[src/rtl/cpu_pkg.sv]
// Shared types for the multi-cycle RV32I subset controller: ALU codes, opcodes,
// controller states and the decoded-instruction payload.
package cpu_pkg;

    typedef enum logic [2:0] {
        ALU_ADD = 3'd0,
        ALU_SUB = 3'd1,
        ALU_AND = 3'd2,
        ALU_OR  = 3'd3,
        ALU_XOR = 3'd4,
        ALU_SLL = 3'd5,
        ALU_SRL = 3'd6,
        ALU_SLT = 3'd7
    } alu_op_t;

    localparam logic [6:0] OPC_R   = 7'b0110011;
    localparam logic [6:0] OPC_I   = 7'b0010011;
    localparam logic [6:0] OPC_LW  = 7'b0000011;
    localparam logic [6:0] OPC_SW  = 7'b0100011;
    localparam logic [6:0] OPC_BEQ = 7'b1100011;
    localparam logic [6:0] OPC_SYS = 7'b1110011;

    typedef enum logic [2:0] {
        ST_RESET,
        ST_FETCH,
        ST_DECODE,
        ST_EXEC,
        ST_MEM,
        ST_WB,
        ST_HALT
    } ctrl_state_t;

    typedef enum logic [2:0] {
        CLS_R,
        CLS_I,
        CLS_LW,
        CLS_SW,
        CLS_BEQ,
        CLS_ECALL,
        CLS_ILLEGAL
    } instr_class_t;

    typedef struct packed {
        instr_class_t cls;
        alu_op_t      alu_op;
        logic         alu_src_b;
        logic         illegal;
    } decode_t;

    // funct3 -> ALU operation; sub selects SUB over ADD for funct3 000
    function automatic alu_op_t alu_from_funct3(input logic [2:0] funct3, input logic sub);
        alu_op_t op;
        case (funct3)
            3'b000:  op = sub ? ALU_SUB : ALU_ADD;
            3'b111:  op = ALU_AND;
            3'b110:  op = ALU_OR;
            3'b100:  op = ALU_XOR;
            3'b001:  op = ALU_SLL;
            3'b101:  op = ALU_SRL;
            3'b010:  op = ALU_SLT;
            default: op = ALU_ADD;
        endcase
        return op;
    endfunction

endpackage

[src/rtl/ctrl_decode.sv]
// Combinational instruction classifier: ir -> class, ALU operation, operand-B
// select and illegal flag.
module ctrl_decode
    import cpu_pkg::*;
(
    input  logic [31:0] ir,
    output decode_t     dec
);

    logic [6:0] opcode;
    logic [2:0] funct3;
    logic       bit30;
    logic       unused_ir;

    assign opcode    = ir[6:0];
    assign funct3    = ir[14:12];
    assign bit30     = ir[30];
    assign unused_ir = ^{ir[31], ir[29:15], ir[11:7]};

    always_comb begin
        dec = '{cls: CLS_ILLEGAL, alu_op: ALU_ADD, alu_src_b: 1'b0, illegal: 1'b1};
        case (opcode)
            OPC_R: begin
                // bit 30 only legal as the SUB selector
                if (funct3 != 3'b011 && !(bit30 && funct3 != 3'b000)) begin
                    dec = '{cls: CLS_R, alu_op: alu_from_funct3(funct3, bit30),
                            alu_src_b: 1'b0, illegal: 1'b0};
                end
            end
            OPC_I: begin
                if (funct3 != 3'b011 && !(bit30 && funct3 == 3'b101)) begin
                    dec = '{cls: CLS_I, alu_op: alu_from_funct3(funct3, 1'b0),
                            alu_src_b: 1'b1, illegal: 1'b0};
                end
            end
            OPC_LW: begin
                if (funct3 == 3'b010) begin
                    dec = '{cls: CLS_LW, alu_op: ALU_ADD, alu_src_b: 1'b1, illegal: 1'b0};
                end
            end
            OPC_SW: begin
                if (funct3 == 3'b010) begin
                    dec = '{cls: CLS_SW, alu_op: ALU_ADD, alu_src_b: 1'b1, illegal: 1'b0};
                end
            end
            OPC_BEQ: begin
                if (funct3 == 3'b000) begin
                    dec = '{cls: CLS_BEQ, alu_op: ALU_SUB, alu_src_b: 1'b0, illegal: 1'b0};
                end
            end
            OPC_SYS: begin
                dec = '{cls: CLS_ECALL, alu_op: ALU_ADD, alu_src_b: 1'b0, illegal: 1'b0};
            end
            default: ;
        endcase
    end

endmodule

[src/rtl/multicycle_control.sv]
// Multi-cycle sequencer for the RV32I subset datapath: memory handshake,
// fetch/decode/execute/memory/writeback stepping and all datapath strobes.
module multicycle_control
    import cpu_pkg::*;
#(
    parameter int unsigned TIMEOUT_CYCLES = 15
) (
    input  logic        clk,
    input  logic        rst_n,
    input  logic [31:0] ir,
    input  logic        zero,
    input  logic        mem_ready,
    output logic        mem_req,
    output logic        mem_we,
    output logic        addr_sel,
    output logic        ir_write,
    output logic        pc_write,
    output logic        pc_src,
    output logic        reg_write,
    output logic        wb_sel,
    output logic        alu_src_b,
    output logic [2:0]  alu_op,
    output logic        halted,
    output logic        illegal,
    output logic        bus_err
);

    localparam int unsigned CNT_W = (TIMEOUT_CYCLES > 2) ? $clog2(TIMEOUT_CYCLES) : 1;

    ctrl_state_t  state_q, state_d;
    decode_t      dec;
    instr_class_t cls_q;
    alu_op_t      alu_op_q;
    logic         alu_src_b_q;
    logic [CNT_W-1:0] wait_q, wait_d;
    logic         illegal_q, illegal_d;
    logic         bus_err_q, bus_err_d;
    logic         wait_hit;

    ctrl_decode u_decode (
        .ir  (ir),
        .dec (dec)
    );

    // The cycle that would make the wait count reach the limit aborts, unless mem_ready wins
    assign wait_hit = (TIMEOUT_CYCLES != 0) && (wait_q == CNT_W'(TIMEOUT_CYCLES - 1));

    // State, latched decode fields, wait counter and sticky flags
    always_ff @(posedge clk or negedge rst_n) begin
        if (!rst_n) begin
            state_q     <= ST_RESET;
            cls_q       <= CLS_ILLEGAL;
            alu_op_q    <= ALU_ADD;
            alu_src_b_q <= 1'b0;
            wait_q      <= '0;
            illegal_q   <= 1'b0;
            bus_err_q   <= 1'b0;
        end else begin
            state_q   <= state_d;
            wait_q    <= wait_d;
            illegal_q <= illegal_d;
            bus_err_q <= bus_err_d;
            if (state_q == ST_DECODE) begin
                cls_q       <= dec.cls;
                alu_op_q    <= dec.alu_op;
                alu_src_b_q <= dec.alu_src_b;
            end
        end
    end

    // Next state and Moore-style strobes from state plus latched decode
    always_comb begin
        state_d   = state_q;
        wait_d    = '0;
        illegal_d = illegal_q;
        bus_err_d = bus_err_q;
        mem_req   = 1'b0;
        mem_we    = 1'b0;
        addr_sel  = 1'b0;
        ir_write  = 1'b0;
        pc_write  = 1'b0;
        pc_src    = 1'b0;
        reg_write = 1'b0;
        wb_sel    = 1'b0;
        alu_src_b = 1'b0;
        alu_op    = '0;

        case (state_q)
            ST_RESET: state_d = ST_FETCH;
            ST_FETCH: begin
                mem_req = 1'b1;
                if (mem_ready) begin
                    ir_write = 1'b1;
                    state_d  = ST_DECODE;
                end else if (wait_hit) begin
                    bus_err_d = 1'b1;
                    state_d   = ST_HALT;
                end else begin
                    wait_d = wait_q + CNT_W'(1);
                end
            end
            ST_DECODE: begin
                if (dec.illegal) begin
                    illegal_d = 1'b1;
                    state_d   = ST_HALT;
                end else if (dec.cls == CLS_ECALL) begin
                    state_d = ST_HALT;
                end else begin
                    state_d = ST_EXEC;
                end
            end
            ST_EXEC: begin
                alu_op    = alu_op_q;
                alu_src_b = alu_src_b_q;
                case (cls_q)
                    CLS_LW, CLS_SW: state_d = ST_MEM;
                    CLS_BEQ: begin
                        pc_write = 1'b1;
                        pc_src   = zero;
                        state_d  = ST_FETCH;
                    end
                    default: state_d = ST_WB;
                endcase
            end
            ST_MEM: begin
                alu_op    = alu_op_q;
                alu_src_b = alu_src_b_q;
                mem_req   = 1'b1;
                addr_sel  = 1'b1;
                mem_we    = (cls_q == CLS_SW);
                if (mem_ready) begin
                    if (cls_q == CLS_SW) begin
                        pc_write = 1'b1;
                        state_d  = ST_FETCH;
                    end else begin
                        state_d = ST_WB;
                    end
                end else if (wait_hit) begin
                    bus_err_d = 1'b1;
                    state_d   = ST_HALT;
                end else begin
                    wait_d = wait_q + CNT_W'(1);
                end
            end
            ST_WB: begin
                alu_op    = alu_op_q;
                alu_src_b = alu_src_b_q;
                reg_write = 1'b1;
                wb_sel    = (cls_q == CLS_LW);
                pc_write  = 1'b1;
                state_d   = ST_FETCH;
            end
            ST_HALT: ;
            default: state_d = ST_RESET;
        endcase
    end

    assign halted  = (state_q == ST_HALT);
    assign illegal = illegal_q;
    assign bus_err = bus_err_q;

endmodule

[config.mk]
export PLATFORM = sky130hd
export DESIGN_NAME = multicycle_control
export DESIGN_NICKNAME = d
export VERILOG_FILES = /design/src/rtl/cpu_pkg.sv /design/src/rtl/ctrl_decode.sv /design/src/rtl/multicycle_control.sv
export SDC_FILE = /design/constraint.sdc
export NUM_CORES = 1
export LEC_CHECK = 0
export ABC_CLOCK_PERIOD_IN_PS = 2310
export BUFFER_PORTS_ARGS = -buffer_cell sky130_fd_sc_hd__buf_2
export CORE_MARGIN = 3
export CORE_UTILIZATION = 45
export CTS_CLUSTER_DIAMETER = 80
export DETAILED_ROUTE_END_ITERATION = 10
export PLACE_DENSITY = 0.83
export RECOVER_POWER = 50
export SYNTH_ARGS = -nofsm -noshare
export SYNTH_HDL_FRONTEND = slang
export SYNTH_HIERARCHICAL = 1
export SYNTH_SLANG_ARGS = --single-unit
export TNS_END_PERCENT = 20
[constraint.sdc]
create_clock -name clk -period 2.31 [get_ports clk]
set_clock_uncertainty 0.15 [all_clocks]
set_input_delay 0.1155 -clock clk [delete_from_list [all_inputs] [get_ports clk]]
set_output_delay 0.1155 -clock clk [all_outputs]
set_load 0.01 [all_outputs]
==> results of run 1 <==
cell families after synthesis:
family | after synthesis
fa+ha+maj | 2
compound gates | 38
simple gates | 61
flops | 16
mux | 7
buf+inv | 17
xor+xnor | 3
cell type report:
| type | instances | area (um^2) | area share (%) |
|---|---|---|---|
| Clock buffer | 4 | 36.3 | 2.56 |
| Inverter | 7 | 26.3 | 1.85 |
| Multi-Input combinational cell | 111 | 763 | 53.8 |
| Sequential cell | 16 | 403 | 28.4 |
| Tap cell | 30 | 37.5 | 2.65 |
| Timing Repair Buffer | 30 | 151 | 10.7 |
sequential cells by signal, summed over array words and instances (netlist names):
signal,count
wait_q,4
alu_op_q,3
cls_q,3
state_q,3
alu_src_b_q,1
bus_err,1
illegal,1
layer usage:
layer,part of all wire [%],vias up
met5,0,-
met4,0.48,0
met3,4.4,2
met2,51,30
met1,44,555
li1,-,569
timing repair:
action,CTS,global route
hold buffers,1,0
hold endpoints to repair,16,0
buffers inserted,0,0
worst min-delay path by stage:
| stage | to |
|---|---|
| final | bus_err$_DFFE_PN0P_ |
| after detailed placement | state_q[2]$_DFFE_PN0N_ |
| after global routing | bus_err$_DFFE_PN0P_ |
| after global placement | state_q[0]$_DFFE_PN0N_ |
| after CTS | bus_err$_DFFE_PN0P_ |
| after floorplan | alu_op_q[0]$_DFFE_PN0P_ |
Yosys cell counts, types with 3 or more instances:
library cell	count
a21o_1	3
a21oi_1	4
a31oi_1	5
a32oi_1	3
and2_1	4
buf_2	3
buf_4	4
dfrtp_1	14
inv_1	7
mux2_2	7
nand2_1	8
nand2b_1	4
nand3_1	7
nor2_1	17
nor2b_1	4
nor3_1	3
o21ai_0	3
o21ai_1	4
report_power, final:
group / internal [W] / switching [W] / total, W
clock network: 0.0000958 / 0.0000873 / 0.000183
registers: 0.000349 / 0.000103 / 0.000452
logic: 0.000193 / 0.000254 / 0.000446
stage by stage:
stage                     util, %  area (um^2)  hold WS [ps]  total power, W  std cells
final                        55.2         1420           132         0.00108        198
after global routing         55.2         1420           152         0.00118        198
after floorplan                 -         1270          -330        0.000797        144
after detailed placement     53.7         1380         -98.5        0.000910        193
after CTS                    55.5         1430           123         0.00110        198
after global placement       53.7         1380          -108        0.000882        193
critical path: stages, from the launching register on:
cell,delay (ps)
dfstp_2,560
nor2b_1,290
a31oi_1,150
o21ai_0,190
buf_2,160
==> results list, run 1 <==
- The core region is 2570 um^2.
* Top library cells by usage in the layout, fill and taps aside: buf_2 (26), nor2_1 (17), dfrtp_1 (14)
- In this run the tightest slew margin relative to its limit is 43.2%.
- Type of the worst setup path: reg -> out
- During placement, the flow inserted port buffers numbering 29.
- TritonCTS built the clock tree.
- Dividing the detail-routed wire length by the instance count gives 13.7 um.
- After legalization and detailed placement, the total HPWL measured 2070 um.
- Num rows: 18
- Sequential area share after synthesis: 31.8%
* Fraction of registers with async set/reset: 100%
- The most critical setup path has its startpoint at cls_q[1]$_DFFE_PN1P_.
* Clock Latency Late Sink: 280 ps
* Top-level port count: 51
- Counting flops with a built-in enable in the synthesized netlist gives 0.
- Wires add up to 2700 um.
- H-Tree Depth: 1
- Number of distinct library cell variants in the gate-level netlist after synthesis: 49
* Slew @ Worst Pin: 851 ps
- For this run, design rule violations remaining after detail routing come to 0.
- Hold path cells: 3
- In this run the critical register-to-register path is captured at alu_op_q[2]$_DFFE_PN0P_.
- The library cell used most frequently in the layout, excluding fill and tap cells, is buf_2.
- CP required: 2040 ps
* Max-capacitance violation count: 0
- Period utilization: 82.1%
- The worst-case IR drop observed on VDD is 0.000644 V.
- After layout, the minimum clock period comes to 1900 ps.
- Layer with the highest usage after global routing: met2
- Summed over all layers, the global routing overflow is 0.
- Setup_tns: 0 ps
- Yosys warns: 6
* FF+latch count, synth: 16
* Buffer levels on the longest clock path: 2
- Counting the fill cells in the layout gives 254.
- In the post-route analysis, the smallest setup slack over all paths is 413 ps.
- Mean instance size in the synthesized netlist: 8.80 um^2
* Num Clock Sinks: 16
- Launch point of the worst hold path: mem_ready
- Initial antenna violation count: 0
- Wire length of the first global-routing pass: 4530 um
- Setup repair after global routing missed its margin: false
* Hold Crit Class: in -> reg
- In the global route stage, met3 resource usage came out at 3.27%.
- XOR/XNOR share of the synthesized area: 2.07%
- The setup check on the worst reg-to-reg path leaves a slack of 520 ps.
* Area share of the largest cell type after synthesis: 27.6%
* Cell area power density: 763 nW/um^2
* Fraction of the mapped netlist area in compound gates: 21.0%
* Total CTS buffers: 3
- The cell sitting at the root of the clock tree is a clkbuf_4.
- Number of vias after detailed routing: 1156
* Combinational family with the most area after synthesis: simple AND/OR/NAND/NOR gates
* Share of post-route cells with drive strength above 1: 27.4%
* Endpoints failing hold: 0
- For met2 alone, demand over resource in global routing was 28.1%.
- Effective utilization at floorplan: 49.4%
* Via count of the first global-routing pass: 1062
* All-Layer GR Usage: 16.5%
- Area of the die: 3490 um^2
- The final count of pins violating max slew is 0.
* Proportion of synthesized area in mux cells: 6.22%
- The final layout contains 207 nets.
- First-iteration detailed-routing DRC count: 41
- Number of failing setup endpoints in the final timing report: 0
- Of all cell types, the one taking the most synthesized area is dfrtp_1.
- The startpoint identified for the worst register-to-register timing path is state_q[1]$_DFFE_PN0N_.
* Die width: 59.1 um
- Clock-pin slew was measured on the worst setup and hold paths at 100 ps.
- Following the worst setup path forward leads to its endpoint at pc_write.
* Nature of the critical path startpoint: flop
* Worst setup slack before clock tree synthesis: 395 ps
- In the synthesized netlist the dominant register cell turns out to be dfrtp_1.
* Result of the run: finished clean
* Max Clk Rate: 527 MHz
* CP Capture Type: primary output
* Die height: 59.1 um
- The first detailed-routing pass ran for 4 iterations.
- Number of cells on the worst reg-to-reg path: 3
- By area the synthesized netlist is led by dfrtp_1 (28%), mux2_2 (6.2%), nor2_1 (5.0%), dfstp_2 (4.1%), nand3_1 (2.8%).
- Largest net degree at the start of global routing: 17
* Synth-to-layout area growth: 11.8%
* Number of antenna cells inserted: 0
- Met1 track demand over resource: 22.1%
- Biggest fanout along the worst timing path: 5
* Cts repair resizes: 0
- Counting every instance in the synthesized netlist gives 144.
* Number of routed nets with antenna violations: 0
* Worst Path Arrival: 1630 ps
- Vias per inst: 5.84
- Nets in the synthesized netlist: 182
* Gp weighted congestion: 0.924
- The analysis attributes to cell leakage a power of 0.655 nW.
- Fraction of the mapped netlist area in simple logic gates: 29.2%
* Adder-Cell Fraction of Synth Area: 1.97%
* Netlist area before placement: 1270 um^2
Note: power is estimated with default switching activity, not from simulation.
==> inputs of run 2 (changes only) <==
Settings changed: ABC_CLOCK_PERIOD_IN_PS 2310 to 1700, CORE_UTILIZATION 45 to 43.
Clock period 2.31 ns to 1.7 ns, I/O delays scaled along.
==> results list, run 2 (synthesis gave the netlist of run 1 again) <==
- Delay contributed by the slowest stage of the critical path: 430 ps (was 560 ps)
- Top reg by flops: wait_q (unchanged)
* Num Clock Sinks: 16 (unchanged)
- Number of cells on the worst reg-to-reg path: 4 (was 3)
* Finished Core Util: 58.2% (was 55.2%)
- The power density over the cells came to 1040 nW/um^2 (was 763 nW/um^2).
- Period utilization: 99.0%
- The initial core utilization came to 45.6% (was 49.4%).
- The number of vias after detailed routing is 1263 (was 1156).
* Buffer levels on the longest clock path: 2 (unchanged)
- Top library cells by usage in the layout, fill and taps aside: buf_2 (26), buf_4 (21), nor2_1 (17) (was buf_2 (26), nor2_1 (17), dfrtp_1 (14)).
- The die boundary width is 60.3 um (was 59.1 um).
- The worst slack at placement came to -84.1 ps (was 395 ps).
- Wire length of the first global-routing pass: 5000 um (was 4530 um)
- Sequence of cells on the critical path: nand2b_2, o21ai_4, and2_1, buf_2 (was nor2b_1, a31oi_1, o21ai_0, buf_2).
- Area of the die: 3630 um^2 (was 3490 um^2)
* Synth-to-layout area growth: 27.7% (was 11.8%)
- The number of buffer and inverter instances along the worst setup path is 1 (unchanged).
- The startpoint of the worst-slack reg-to-reg timing path was state_q[2]$_DFFE_PN0N_ (was state_q[1]$_DFFE_PN0N_).
* Total CTS buffers: 3 (unchanged)
- The placer's final routability congestion estimate is 0.901 (was 0.924).
- The slowest cell on the critical path is dfrtp_2 (was dfstp_2).
* CP required: 1460 ps (was 2040 ps)
- Worst supply voltage drop on vdd: 0.000998 V (was 0.000644 V)
- The slew at the pin closest to its max-slew limit came to 848 ps (was 851 ps).
- Family with the most delay on the worst path: flip-flops (unchanged)
- Detailed-route DRC error count: 0 (unchanged)
* Flop-to-flop setup slack: 110 ps (was 520 ps)
* Type of the worst setup path: reg -> out (unchanged)
- Share of post-route cells with drive strength above 1: 40.7% (was 27.4%)
- The most common cell after layout, fill and taps aside is buf_2 (unchanged).
* Library cell used as clock root buffer: clkbuf_4 (unchanged)
- Area of all sequential standard cells: 405 um^2 (was 403 um^2)
* TritonCTS clock tree: built (unchanged)
- The y dimension of the die came to 60.3 um (was 59.1 um).
- Setup repair after global routing missed its margin: true (was false).
- The hold violation total from the final report was 0 (unchanged).
- Wirelength, routed: 3080 um (was 2700 um)
- Largest net degree at the start of global routing: 17 (unchanged)
- The number of instances on the worst hold path was 3 (unchanged).
* Core area: 2780 um^2 (was 2570 um^2)
- The arrival time at the worst endpoint is 1450 ps (was 1630 ps).
- The worst min-delay path startpoint is mem_ready (unchanged).
* All-Layer GR Usage: 18.3% (was 16.5%)
* Num rows: 19 (was 18)
- The clock latency reported for the late side of the worst-skew pair was 300 ps (was 280 ps).
* Result of the run: finished clean (unchanged)
- For this run, the top clock speed supported by timing is 594 MHz.
* Total congestion overflow: 0 (unchanged)
* Post-detailed-placement cell area: 1530 um^2 (was 1380 um^2)
- Total count of max-transition violations in the final report: 0 (unchanged)
- Max-capacitance violation count: 0 (unchanged)
* Max reg flops: 4 (unchanged)
- The via count normalized by instance count came to 5.74 (was 5.84).
- Endpoint of the worst hold-timing path: bus_err$_DFFE_PN0P_ (unchanged)
* Setup WS post-layout: 17.8 ps (was 413 ps)
* Detailed placement HPWL: 2380 um (was 2070 um)
- Final min period: 1680 ps
- Biggest fanout along the worst timing path: 4 (was 5)
- The post-route non-filler standard cell count is 220 (was 198).
- Via count of the first global-routing pass: 1140 (was 1062)
- The starting DRC count in detailed routing was 81 (was 41).
- Port Buffer Count: 29 (unchanged)
- The terminus of the critical flop-to-flop path is alu_src_b_q$_DFFE_PN0P_ (was alu_op_q[2]$_DFFE_PN0P_).
- Hold Crit Class: in -> reg (unchanged)
- Initial antenna violation count: 0 (unchanged)
* Pre-antenna DRT Iters: 4 (unchanged)
- Area taken by multi-input logic gates: 803 um^2 (was 763 um^2)
- H-Tree Depth: 1 (unchanged)
- Post-route cell area: 1620 um^2 (was 1420 um^2)
- The kind of capture point of the worst setup path is a primary output (unchanged).
* Clock edge transition at the registers on the reported setup and hold paths: 100 ps (about the same)
- The normalized max-slew margin was 43.5% (was 43.2%).
* Number of antenna cells inserted: 0 (unchanged)
- The number of cells after detailed placement is 214 (was 193).
* Number of failing setup endpoints in the final timing report: 0 (unchanged)
- The leakage power of the design is 0.774 nW (was 0.655 nW).
- Number of nets at the end of the flow: 228 (was 207)
- Top-level port count: 51 (unchanged)
- Layout filler cell count: 233 (was 254)
- The startpoint class of the critical path is a flop (unchanged).
- Average wire length per cell after detail routing: 14.0 um (was 13.7 um)
* Number of routed nets with antenna violations: 0 (unchanged)
run 2: cell types whose count changed in the layout (fill, tap and decap cells not counted), moves of 2 or more:
cell,previous run,this run
buf_4,0,21
dfrtp_1,14,12
dfrtp_2,0,2
nand2b_1,4,2
nor2b_1,4,2
run 2: worst max-delay path by stage:
stage / from / endpoint / slack (ps) / depth (start not counted)
2_1_floorplan: ir[2] / state_q[0]$_DFFE_PN0N_ / 140 / 7
3_3_place_gp: ir[2] / state_q[0]$_DFFE_PN0N_ / -50 / 8
3_5_place_dp: ir[2] / state_q[0]$_DFFE_PN0N_ / -80 / 8
4_1_cts: state_q[2]$_DFFE_PN0N_ / alu_src_b / -2 / 4
5_1_grt: cls_q[2]$_DFFE_PN1P_ / pc_write / -50 / 4
6_report: state_q[2]$_DFFE_PN0N_ / alu_src_b / 20 / 4
run 2: cell type report:
| cell class | count | share of cell area, % |
|---|---|---|
| multi-input combinational | 111 | 49.6 |
| sequential | 16 | 25.0 |
| timing repair buffer | 51 | 19.1 |
| tap | 31 | 2.40 |
| clock buffer | 4 | 2.24 |
| inverter | 7 | 1.62 |
run 2: report_power, final:
group | internal [W] | switching [W]
sequential | 0.000481 | 0.0000907
clock | 0.000131 | 0.000126
combinational | 0.000384 | 0.000467
total | 0.000996 | 0.000684
run 2: stage by stage:
step / setup TNS [ps] / power, W / hold WS (ps)
4_1_cts: -2.16 / 0.00162 / 73.9
3_3_place_gp: -52.3 / 0.00127 / -139
5_1_grt: -263 / 0.00180 / 99.7
6_report: 0 / 0.00168 / 84.1
3_5_place_dp: -121 / 0.00130 / -130
2_1_floorplan: 0 / 0.00108 / -361
run 2: worst min-delay path, delay by kind of cell:
family          cells  cell delay (ps)
compound gates      1              170
buf+inv             1              160
simple gates        1               80
run 2: per-layer routing:
metal  global-route usage [%]  vias up  routed length [um]
met4                     5.06        0                  30
met3                     4.32        6                 133
met1                     24.1      608                1390
met5                        0        -                   0
met2                     29.6       39                1520
li1                         -      610                   -
run 2: timing repair:
item                                    in CTS  in global routing
pin swaps                                    1                  1
gates resized for setup                      7                  5
setup buffers                                1                  0
hold endpoints to repair                    16                  0
endpoints found under the setup margin       8                  9
hold buffers                                 1                  0
==> inputs of run 3 (changes only) <==
Settings changed: CORE_ASPECT_RATIO from default to 2, MAX_ROUTING_LAYER from default to met4.
==> results list, run 3 (synthesis gave the netlist of run 1 again) <==
* Vias per inst: 5.84 (was 5.74)
- The half-perimeter wire length after placement came to 2610 um (was 2380 um).
- Wire length of the first global-routing pass: 5450 um (was 5000 um)
- The overall fraction of global-route tracks in use is 20.3% (was 18.3%).
- The pin count of the biggest net entering global routing was 17 (unchanged).
- Power spent charging and discharging nets: 0.000749 W (was 0.000684 W)
- Number of placed instances, taps included: 212 (was 214)
- Max-capacitance violation count: 0 (unchanged)
* Max reg flops: 4 (unchanged)
- Cell area power density: 1110 nW/um^2 (was 1040 nW/um^2)
* Combined buffer and inverter count along the critical path: 1 (unchanged)
- Result of the run: finished clean (unchanged)
- Wirelength, routed: 3540 um (was 3080 um)
- The arrival time at the worst endpoint was 1440 ps (was 1450 ps).
* Biggest fanout along the worst timing path: 3 (was 4)
* Number of routed nets with antenna violations: 0 (unchanged)
- Switching share of power: 40.4% (was 40.7%)
- Share of total power in the clock network: 18.0% (was 15.3%)
- The slowest cell on the critical path was dfstp_2 (was dfrtp_2).
- The die area is 3670 um^2 (was 3630 um^2).
- The overall overflow remaining after global route was 0 (unchanged).
- The final critical-path required period was 1670 ps (was 1680 ps).
- The initial core utilization was 45.8% (was 45.6%).
- The relative contribution of combinational cells to total power was 48.6% (was 50.7%).
- The number of vias after detailed routing is 1290 (was 1263).
- Initial antenna violation count: 0 (unchanged)
- The endpoint required time on the critical path is 1460 ps (about the same).
- First-iteration detailed-routing DRC count: 38 (was 81)
- Endpoints failing hold: 0 (unchanged)
- Pre-antenna DRT Iters: 4 (unchanged)
- Pleak: 0.794 nW (was 0.774 nW)
- The internal power came to 0.00110 W (was 0.000996 W).
- The TritonCTS clock tree is built (unchanged).
- The final setup violation count came to 0 (unchanged).
* Num Clock Sinks: 16 (unchanged)
* Total count of max-transition violations in the final report: 0 (unchanged)
- Setup repair after global routing missed its margin: true (unchanged).
- Top-level port count: 51 (unchanged)
- The y dimension of the die was 82.8 um (was 60.3 um).
- Buffer levels on the longest clock path: 2 (unchanged)
- The placer's final routability congestion estimate was 0.857 (was 0.901).
- The count of input and output buffers is 29 (unchanged).
- The post-CTS clock slew at the launch and capture registers of the worst setup and hold paths came to 60 ps (was 100 ps).
- Most common cell after layout, fill and taps aside: buf_2 (unchanged)
* Worst-case headroom to the max-slew limit: 41.4% (was 43.5%)
- Number of antenna cells inserted: 0 (unchanged)
- The DRC violations left is 0 (unchanged).
- The average wire length per cell after detail routing was 16.0 um (was 14.0 um).
- The die boundary width came to 44.4 um (was 60.3 um).
- Slew @ Worst Pin: 879 ps (was 848 ps)
- The class of the tightest hold or removal check is in -> reg (unchanged).
- The number of nets in the final layout was 231 (was 228).
- Family with the most delay on the worst path: flip-flops (unchanged)
- Period utilization: 98.4% (was 99.0%)
* Library cell used as clock root buffer: clkbuf_8 (was clkbuf_4)
- CP Capture Type: primary output (unchanged)
* Filler-free cell count of the finished design: 221 (was 220)
- The startpoint class of the critical path is a flop (unchanged).
- The critical path start-end classification is reg -> out (unchanged).
- Clock Latency Late Sink: 250 ps (was 300 ps)
- The register with the most flip-flops is wait_q (unchanged).
- The share of final-layout standard cells stronger than drive strength 1 came to 42.2% (was 40.7%).
* Worst supply voltage drop on vdd: 0.000866 V (was 0.000998 V)
- Total CTS buffers: 3 (unchanged)
- Max Clk Rate: 598 MHz (was 594 MHz)
- Sequence of cells on the critical path: nor3b_4, nand3_2, o21ai_1, buf_2 (was nand2b_2, o21ai_4, and2_1, buf_2)
- The portion of total power attributed to sequential cells came to 33.3% (was 34.0%).
- The share of the core filled with cells in the final layout came to 60.3% (was 58.2%).
* Synth-to-layout area growth: 31.7% (was 27.7%)
- The number of rows in the core area came to 27 (was 19).
- The total number of H-tree levels was 1 (unchanged).
- Delay contributed by the slowest stage of the critical path: 550 ps (was 430 ps)
- The placeable core region is 2770 um^2 (was 2780 um^2).
- The via count of the first global-routing pass was 1285 (was 1140).
* Top library cells by usage in the layout, fill and taps aside: buf_2 (26), buf_4 (24), nor2_1 (17) (was buf_2 (26), buf_4 (21), nor2_1 (17))
[run 3: routing by layer]
| layer | wire length [um] | track usage (%) |
|---|---|---|
| met5 | 0 | - |
| met4 | 135 | 15.1 |
| met3 | 147 | 1.73 |
| met2 | 2070 | 36.0 |
| met1 | 1180 | 19.9 |
[run 3: power by group through the flow]
stage | Sequential, W | Combinational, W | Clock, W
floorplan | 0.000523 | 0.000560 | 0
global placement | 0.000584 | 0.000687 | 0
detailed placement | 0.000596 | 0.000716 | 0
CTS | 0.000605 | 0.000751 | 0.000337
global route | 0.000629 | 0.000968 | 0.000352
finish | 0.000618 | 0.000901 | 0.000334
[run 3: timing repair]
action,4_1_cts,5_1_grt
gates resized for setup,7,8
hold buffers,1,0
endpoints found under the setup margin,8,8
setup buffers,0,4
endpoints found under the hold margin,16,0
[run 3: through the flow]
step | total power [W] | setup WS, ps | instance area [um^2] | TNS [ps] | hold slack (ps)
2_1_floorplan | 0.00108 | 139 | 1270 | 0 | -361
3_3_place_gp | 0.00127 | -46.4 | 1530 | -46.4 | -148
3_5_place_dp | 0.00131 | -82.6 | 1530 | -82.6 | -135
4_1_cts | 0.00169 | 10.1 | 1610 | 0 | 93.2
5_1_grt | 0.00195 | -28.3 | 1670 | -101 | 153
6_report | 0.00185 | 27.1 | 1670 | 0 | 91.0
[run 3: worst reg2reg max path, delay by kind of cell, from the launching register on]
family	cells	cell delay (ps)
compound gates	3	460
buf+inv	1	140
simple gates	1	180
flops	1	570
[run 3: area by class of cell]
class                           count  area, um^2
Fill cell                         245        1100
Multi-Input combinational cell    111         812
Sequential cell                    16         405
Timing Repair Buffer               54         332
Clock buffer                        4        55.1
Tap cell                           29        36.3
Inverter                            7        28.8
[run 3: final timing paths]
check                      slack, ps  depth (start not counted)                  from                endpoint
min reg2reg                      320                          1   illegal$_DFFE_PN0P_     illegal$_DFFE_PN0P_
min in group asynchronous        320                          2                 rst_n  state_q[1]$_DFFE_PN0N_
max                               30                          4  cls_q[2]$_DFFE_PN1P_                pc_write
min                               90                          4                 ir[6]     illegal$_DFFE_PN0P_
max reg2reg                       70                          5  cls_q[1]$_DFFE_PN1P_  state_q[2]$_DFFE_PN0N_
max in group asynchronous        480                          2                 rst_n  state_q[2]$_DFFE_PN0N_
